## config.mk

```make
export PLATFORM = sky130hd
export DESIGN_NAME = result_scoreboard
export DESIGN_NICKNAME = d
export VERILOG_FILES = /design/src/rtl/tb_check_pkg.sv /design/src/rtl/bit_delay_line.sv /design/src/rtl/result_scoreboard.sv
export SDC_FILE = /design/constraint.sdc
export NUM_CORES = 1
export LEC_CHECK = 0
export BUFFER_PORTS_ARGS = -buffer_cell sky130_fd_sc_hd__buf_2
export CORE_MARGIN = 8
export CORE_UTILIZATION = 50
export DETAILED_ROUTE_END_ITERATION = 10
export GPL_ROUTABILITY_DRIVEN = 0
export PLACE_DENSITY_LB_ADDON = 0.12
export RECOVER_POWER = 100
export SLEW_MARGIN = 30
export SYNTH_ARGS = -nofsm -noshare
export SYNTH_HDL_FRONTEND = slang
export SYNTH_SLANG_ARGS = --single-unit
```

## constraint.sdc

```tcl
create_clock -name clk -period 2.25 [get_ports clk]
set_clock_uncertainty 0.1 [all_clocks]
set_input_delay 0.3375 -clock clk [delete_from_list [all_inputs] [get_ports clk]]
set_output_delay 0.3375 -clock clk [all_outputs]
set_load 0.02 [all_outputs]
```

## src/rtl/tb_check_pkg.sv

```systemverilog
// Shared types and helpers for the result scoreboard and its delay line.
package tb_check_pkg;

    typedef enum logic [1:0] {
        IDLE  = 2'd0,
        FILL  = 2'd1,
        CHECK = 2'd2,
        DONE  = 2'd3
    } state_t;

    localparam int MAX_LATENCY = 15;

    // Increment v, sticking at the all-ones value of a width-bit counter.
    function automatic logic [31:0] sat_inc(input logic [31:0] v, input int unsigned width);
        logic [31:0] max_v;
        max_v = (32'd1 << width) - 32'd1;
        return (v >= max_v) ? max_v : v + 32'd1;
    endfunction

endpackage

```

## src/rtl/bit_delay_line.sv

```systemverilog
// DEPTH-stage shift register for a single bit; DEPTH=0 is a plain wire.
module bit_delay_line #(
    parameter int DEPTH = 1
) (
    input  logic clk,
    input  logic rst,
    input  logic d,
    output logic q
);

    generate
        if (DEPTH == 0) begin : g_pass
            logic unused_clk_rst;
            assign unused_clk_rst = clk ^ rst;
            assign q = d;
        end else begin : g_sr
            logic [DEPTH-1:0] sr;

            always_ff @(posedge clk or posedge rst) begin
                if (rst) begin
                    sr <= '0;
                end else begin
                    sr[0] <= d;
                    for (int i = 1; i < DEPTH; i++) begin
                        sr[i] <= sr[i-1];
                    end
                end
            end

            assign q = sr[DEPTH-1];
        end
    endgenerate

endmodule

```

## src/rtl/result_scoreboard.sv

```systemverilog
// Compares a LATENCY-delayed copy of stim against obs for NUM_CHECKS cycles
// and reports mismatch count, first mismatch index and a pass verdict.
//
// state | meaning
// IDLE  | out of reset, waiting for start
// FILL  | waiting for the delay line to hold sample 0
// CHECK | one comparison per edge, idx = 0..NUM_CHECKS-1
// DONE  | verdict valid, waiting for start
module result_scoreboard
    import tb_check_pkg::*;
#(
    parameter int LATENCY    = 1,
    parameter int NUM_CHECKS = 8,
    parameter int CNT_W      = 8
) (
    input  logic             clk,
    input  logic             rst,
    input  logic             start,
    input  logic             stim,
    input  logic             obs,
    output logic             busy,
    output logic             done,
    output logic             pass,
    output logic [CNT_W-1:0] err_count,
    output logic             first_err_valid,
    output logic [CNT_W-1:0] first_err_idx
);

    localparam int FILL_W = $clog2(MAX_LATENCY + 1);
    localparam logic [CNT_W-1:0]  LAST_IDX  = CNT_W'(NUM_CHECKS - 1);
    localparam logic [FILL_W-1:0] FILL_LOAD = FILL_W'((LATENCY > 1) ? LATENCY - 1 : 1);

    state_t            state;
    logic [CNT_W-1:0]  idx;
    logic [FILL_W-1:0] fill_cnt;
    logic              exp_bit;
    logic              mismatch;
    logic              launch;

    bit_delay_line #(.DEPTH(LATENCY)) u_dly (
        .clk (clk),
        .rst (rst),
        .d   (stim),
        .q   (exp_bit)
    );

    assign mismatch = obs ^ exp_bit;
    assign launch   = start && ((state == IDLE) || (state == DONE));

    always_ff @(posedge clk or posedge rst) begin
        if (rst) begin
            state           <= IDLE;
            idx             <= '0;
            fill_cnt        <= '0;
            err_count       <= '0;
            first_err_valid <= 1'b0;
            first_err_idx   <= '0;
        end else begin
            case (state)
                IDLE, DONE: begin
                    if (launch) begin
                        // With zero latency, sample 0 is compared on the start edge itself.
                        first_err_idx   <= '0;
                        first_err_valid <= (LATENCY == 0) && mismatch;
                        err_count       <= ((LATENCY == 0) && mismatch) ? CNT_W'(1) : '0;
                        idx             <= (LATENCY == 0) ? CNT_W'(1) : '0;
                        fill_cnt        <= FILL_LOAD;
                        if (LATENCY == 0 && NUM_CHECKS == 1)
                            state <= DONE;
                        else if (LATENCY <= 1)
                            state <= CHECK;
                        else
                            state <= FILL;
                    end
                end
                FILL: begin
                    fill_cnt <= fill_cnt - 1'b1;
                    if (fill_cnt == FILL_W'(1))
                        state <= CHECK;
                end
                CHECK: begin
                    if (mismatch) begin
                        err_count <= CNT_W'(sat_inc(32'(err_count), CNT_W));
                        if (!first_err_valid) begin
                            first_err_valid <= 1'b1;
                            first_err_idx   <= idx;
                        end
                    end
                    if (idx == LAST_IDX)
                        state <= DONE;
                    else
                        idx <= idx + 1'b1;
                end
                default: state <= IDLE;
            endcase
        end
    end

    assign busy = (state == FILL) || (state == CHECK);
    assign done = (state == DONE);
    assign pass = (state == DONE) && (err_count == '0);

endmodule

```

# Word level (Yosys, flattened, before mapping)

Cells that the tools add are included.
W data, S select, Z words.

$add $sub $neg: 3
Magnitude comparators: 1
Equal/unequal tests: 11
Mux-type cells: 18
Bitwise gates (word level): 1
Reductions and logical operators: 14

Operators with widths:

| operator              | number |
|---|---|
| $mux W8               | 6 |
| $pmux W8 S2           | 3 |
| $add A8 B1 Y8 const B | 2 |
| $ne A2 B2 Y1 const B  | 6 |
| $reduce_and A3 Y1     | 3 |
| $eq A8 B3 Y1 const B  | 1 |
| $ge A8 B8 Y1 const B  | 1 |
| $logic_not A8 Y1      | 1 |
| $pmux W4 S2           | 1 |
| $mux W2               | 3 |
| $pmux W2 S3           | 1 |
| $eq A2 B2 Y1 const B  | 2 |
| $eq A4 B1 Y1 const B  | 1 |
| $mux W4               | 1 |
| $reduce_and A4 Y1     | 1 |
| $reduce_bool A2 Y1    | 2 |
| $sub A4 B1 Y4 const B | 1 |
| $eq A2 B1 Y1 const B  | 1 |
| $logic_and A1 B1 Y1   | 2 |
| $logic_not A2 Y1      | 1 |
| $logic_or A1 B1 Y1    | 2 |
| $mux W1               | 2 |
| $pmux W1 S2           | 1 |
| $reduce_and A2 Y1     | 1 |
| 2 further kinds       | 2 |

Flip-flop bits (word level): 32
Input port bits: 5
Output and inout bits: 20

# Logic depth before layout (Yosys ltp)

Word-level depth: 5
Depth in mapped cells: 8
Mapped depth without buffers: 6

# Hierarchy

Synthesis repeated with hierarchy kept, for this count alone.

Cell total of the unflattened synthesis: 194
Area, all modules: 1785.5 sq um

Modules (own cells, without submodules):

| module            | times used | cells each | area an instance (sq um) | sequential area each (sq um) |
|---|---|---|---|---|
| result_scoreboard | 1          | 192        | 1756.7                   | 775.7 |
| bit_delay_line    | 1          | 2          | 28.8                     | 25.0 |

# Least setup slack after synthesis

OpenSTA, ideal clock, no wires.

Path type: reg2reg
From: reg state[0]
To: reg first_err_idx[0]
Library setup time: 136 ps
Arrival time: 1798 ps
Required time: 2014 ps
Path slack: 216 ps
Stages on the path, launching flop included: 8
Path buffers: 2
Period minus slack after synthesis: 2034 ps
Cells stage by stage: dfrtp_1 inv_1 ha_1 buf_2 mux2_2 o211ai_1 clkbuf_1 o21ai_0

Cells in the longest elaborated chain, start to end: 5
Elaborated cells on any way between the ends: 12

Ends and longest elaborated chain:

| what                                                    | RTL line                                         | RTL |
|---|---|---|
| start, declared                                         | result_scoreboard.sv:33                          | `state_t state;` |
| start signal, assigned                                  | result_scoreboard.sv:52                          | `state <= IDLE;` |
| start signal, assigned                                  | result_scoreboard.sv:69                          | `state <= DONE;` |
| start signal, assigned                                  | result_scoreboard.sv:71                          | `state <= CHECK;` |
| $eq A2 B2 Y1 / $logic_not A2 Y1 (equally long branches) | result_scoreboard.sv:48, result_scoreboard.sv:59 |  |
| $logic_or A1 B1 Y1                                      | result_scoreboard.sv:48                          | `assign launch = start && ((state == IDLE) \|\| (state == DONE));` |
| $logic_and A1 B1 Y1                                     | result_scoreboard.sv:48                          |  |
| $ne A2 B2 Y1 (no line)                                  | -                                                |  |
| $reduce_and A4 Y1 (no line)                             | -                                                |  |
| end signal, assigned                                    | result_scoreboard.sv:86                          | `first_err_idx <= idx;` |
| end, declared                                           | result_scoreboard.sv:26                          | `output logic [CNT_W-1:0] first_err_idx` |

Parallel ways exist; a longest one is shown, timed or not.
A chain may end at the register's enable or synchronous reset.

# Worst setup path in the final report

From: reg err_count[2]
To: out pass

Cells in the longest elaborated chain, start to end: 2

Ends and longest elaborated chain:

| what                   | RTL line                 | RTL |
|---|---|---|
| start, declared        | result_scoreboard.sv:24  | `output logic [CNT_W-1:0] err_count,` |
| start signal, assigned | result_scoreboard.sv:65  | `err_count <= ((LATENCY == 0) && mismatch) ? CNT_W'(1) : '0;` |
| start signal, assigned | result_scoreboard.sv:83  | `err_count <= CNT_W'(sat_inc(32'(err_count), CNT_W));` |
| $logic_not A8 Y1       | result_scoreboard.sv:101 | `assign pass = (state == DONE) && (err_count == '0);` |
| $logic_and A1 B1 Y1    | result_scoreboard.sv:101 |  |
| end, declared          | result_scoreboard.sv:23  | `output logic pass,` |

Every way passes these cells.

==> reports/results.tsv <==
metric	value	unit
status	complete, no violations	
#FFs+latches synth	32	
Max IR drop VDD	0.652	mV
Syn Area/Cell	9.23	µm²
initial antenna violation count	0	
Synth async-reset ratio	100	%
H-tree levels	2	
root buf cell	clkbuf_4	
largest family of logic cells by synthesized area	compound AO/OA/AOI/OAI gates	
number of vias in the routed layout	1530	
1st-iter DRT viols	72	
cts repair resizes	0	
share of cells above drive strength 1	8.81	%
largest net degree at the start of global routing	33	
Worst Tran Pin Value	0.799	ns
Ant. Diodes	0	
CP arrival	1.69	ns
register area share after synthesis	44.9	%
CORE AREA	3390	µm²
setup TNS	0	ns
Setup CP Type	flop to primary output	
area grow syn2layout	11.8	%
Starting Density	52.6	%
CP endpoint kind	primary output	
HPWL Detailed	3060	µm
mux share of post-synthesis cell area	2.88	%
Post-CTS Setup Inserts	0	
Sw Share	45.3	%
drt drc	0	
total congestion overflow	0	
P_leak	0.902	nW
die width	75.7	µm
synthesized net count	206	
Ports	25	
Tmin final	2.13	ns
net switching power	1.04	mW
# clock sinks	32	
Setup Viol. Count Final	0	
final hold vios	0	
CTS Buffer Depth	2	
Max Cap Viol	0	
Hold Crit Class	input pin to flop	
Flop pwr share	39.4	%
worst setup margin	0.124	ns
Pre-Repair DR Iteration Count	4	
adder-cell share of the synthesized area	5.62	%
number of synthesized flops with an enable pin	0	
Clk network pwr share	15.1	%
Synth warnings	0	
ys flop type	dfrtp_1	
Pins Over Slew Limit	0	
fmax	470	MHz
post-synthesis simple-gate area fraction	19.0	%
CTS tree	done	
Port Buffers	24	
Die ar.	5730	µm²
peak per-stage delay on the critical path	0.55	ns
Post-Syn Area	1780	µm²
slowest CP cell	or4_1	
global-route wire length before repair	7040	µm
Syn Inst Count	193	
Vias/cell	5.60	
Routed WL	4130	µm
Critical Path, Cell by Cell	or4_1 > nor2_1 > clkbuf_1	
clock-pin slew on the worst setup and hold paths	0.11	ns
RSZ-0062 raised after global routing	no	
vias in the first global route	1574	
Nets	239	
ANT nets after route	0	
Post-Synth XOR/XNOR Area	0.983	%
period utilization	94.5	%
Rel. slew slack	46.7	%
dpl ws	0.224	ns
clock latency at the later pin of the worst-skew pair	0.34	ns
row count	21	
Die H	75.7	µm
CTS Buf Count	5	
Internal Power	1.26	mW
Unique masters post-synth	45	
hold_buf cts	2	
Worst Path Required	1.81	ns
Wirelength per Cell	15.1	µm
startpoint type of the worst setup path	flop	
combinational fraction of design power	45.5	%
Total Routing Usage GR	16.3	%
crit-path max FO	8	
complex-gate fraction of the synthesized area	21.3	%
Power Dens Cells	1160	nW/µm²
## registers in the layout (all words and copies together), names as in the netlist
register         flops
err_count            8
first_err_idx        8
idx                  8
fill_cnt             4
state                2
first_err_valid      1
u_dly.q              1
## per-stage QoR
stage          utilization (%)  power [mW]  cell area (µm²)  hold slack, ns  instances
5_1_grt                   58.8        2.51             1990           0.286        273
6_report                  58.8        2.30             1990           0.282        273
2_1_floorplan                -        1.70             1780           0.269        193
4_1_cts                   60.5        2.40             2050           0.268        273
3_3_place_gp              58.1        2.00             1970           0.335        263
3_5_place_dp              58.1        2.04             1970           0.347        263
## cells in the final DEF (no fill, tap or decap), drive strengths merged, types with 3 or more instances in the layout
cell type	netlist	routed
nor3	7	7
mux2i	4	4
clkbuf	3	31
buf	4	6
o21ai	25	25
a22o	6	6
o31ai	4	4
ha	8	8
nand3	9	9
nand4	3	3
nand2	27	27
inv	13	13
dfrtp	32	32
a21oi	6	6
nor2	11	11
## routing by layer
metal / vias to the layer above / share of wire (%) / GRT usage (%)
met2: 35 / 49 / 26.5
met5: - / 0 / 0
met4: 0 / 0.92 / 6.61
met3: 4 / 4.2 / 5.66
li1: 757 / - / -
met1: 734 / 45 / 19.3
## Yosys cell counts, drive strengths merged (2+ instances only)
cell type  number  share of area [%]
buf             4                1.8
nand4           3                1.1
dfrtp          32                 45
a21oi           6                1.7
nand3           9                2.5
clkbuf          3               0.63
nor3            7                2.5
a21o            2               0.84
nand2          27                5.7
o21ai          25                7.0
and3            2               0.70
nor2           11                2.3
a41oi           2                1.4
a22o            6                2.9
o31ai           4                1.7
ha              8                5.6
nor2b           2               0.70
o211ai          2                1.1
o21a            2               0.84
inv            13                2.7
or4             2                1.1
mux2i           4                2.2
## final cells by class
class,instances,area (µm²)
well taps,46,57.6
clock inverters,2,10.0
repair buffers,33,151
fillers,315,1400
inverters,13,48.8
clock buffers,6,51.3
multi-input cells,141,872
flip-flops and latches,32,801
## worst max-delay path: cells and delay by family, from the launching register on
| kind | cells | cell delay (ns) |
|---|---|---|
| DFF | 1 | 0.47 |
| buffers and inverters | 1 | 0.23 |
| and+or+nand+nor | 2 | 0.65 |
## kinds of logic after synthesis
kind of cell               after synthesis
and+or+nand+nor                         69
DFF                                     32
muxes                                    5
AOI/OAI and AO/OA                       57
xor gates and xnor gates                 2
adders and majority gates                8
buffers and inverters                   20
## power by group through the flow
stage	Clock, mW	Combinational (mW)	Sequential, mW
floorplan	0	0.728	0.970
global placement	0	1.09	0.906
detailed placement	0	1.13	0.918
CTS	0.361	1.14	0.904
global route	0.397	1.18	0.938
finish	0.349	1.05	0.907
## worst paths after layout
kind / slack, ns / end / from / cells after the start
worst min-delay path: 0.28 / fill_cnt[3] / start / 4
max in group asynchronous: 0.87 / state[0] / rst / 4
worst max-delay path: 0.12 / pass / err_count[2] / 3
worst min register to register: 0.39 / first_err_idx[0] / first_err_idx[0] / 2
min in group asynchronous: 0.67 / err_count[4] / rst / 4
worst max register to register: 0.16 / idx[1] / idx[6] / 4
(Power assumes the default switching activity.)
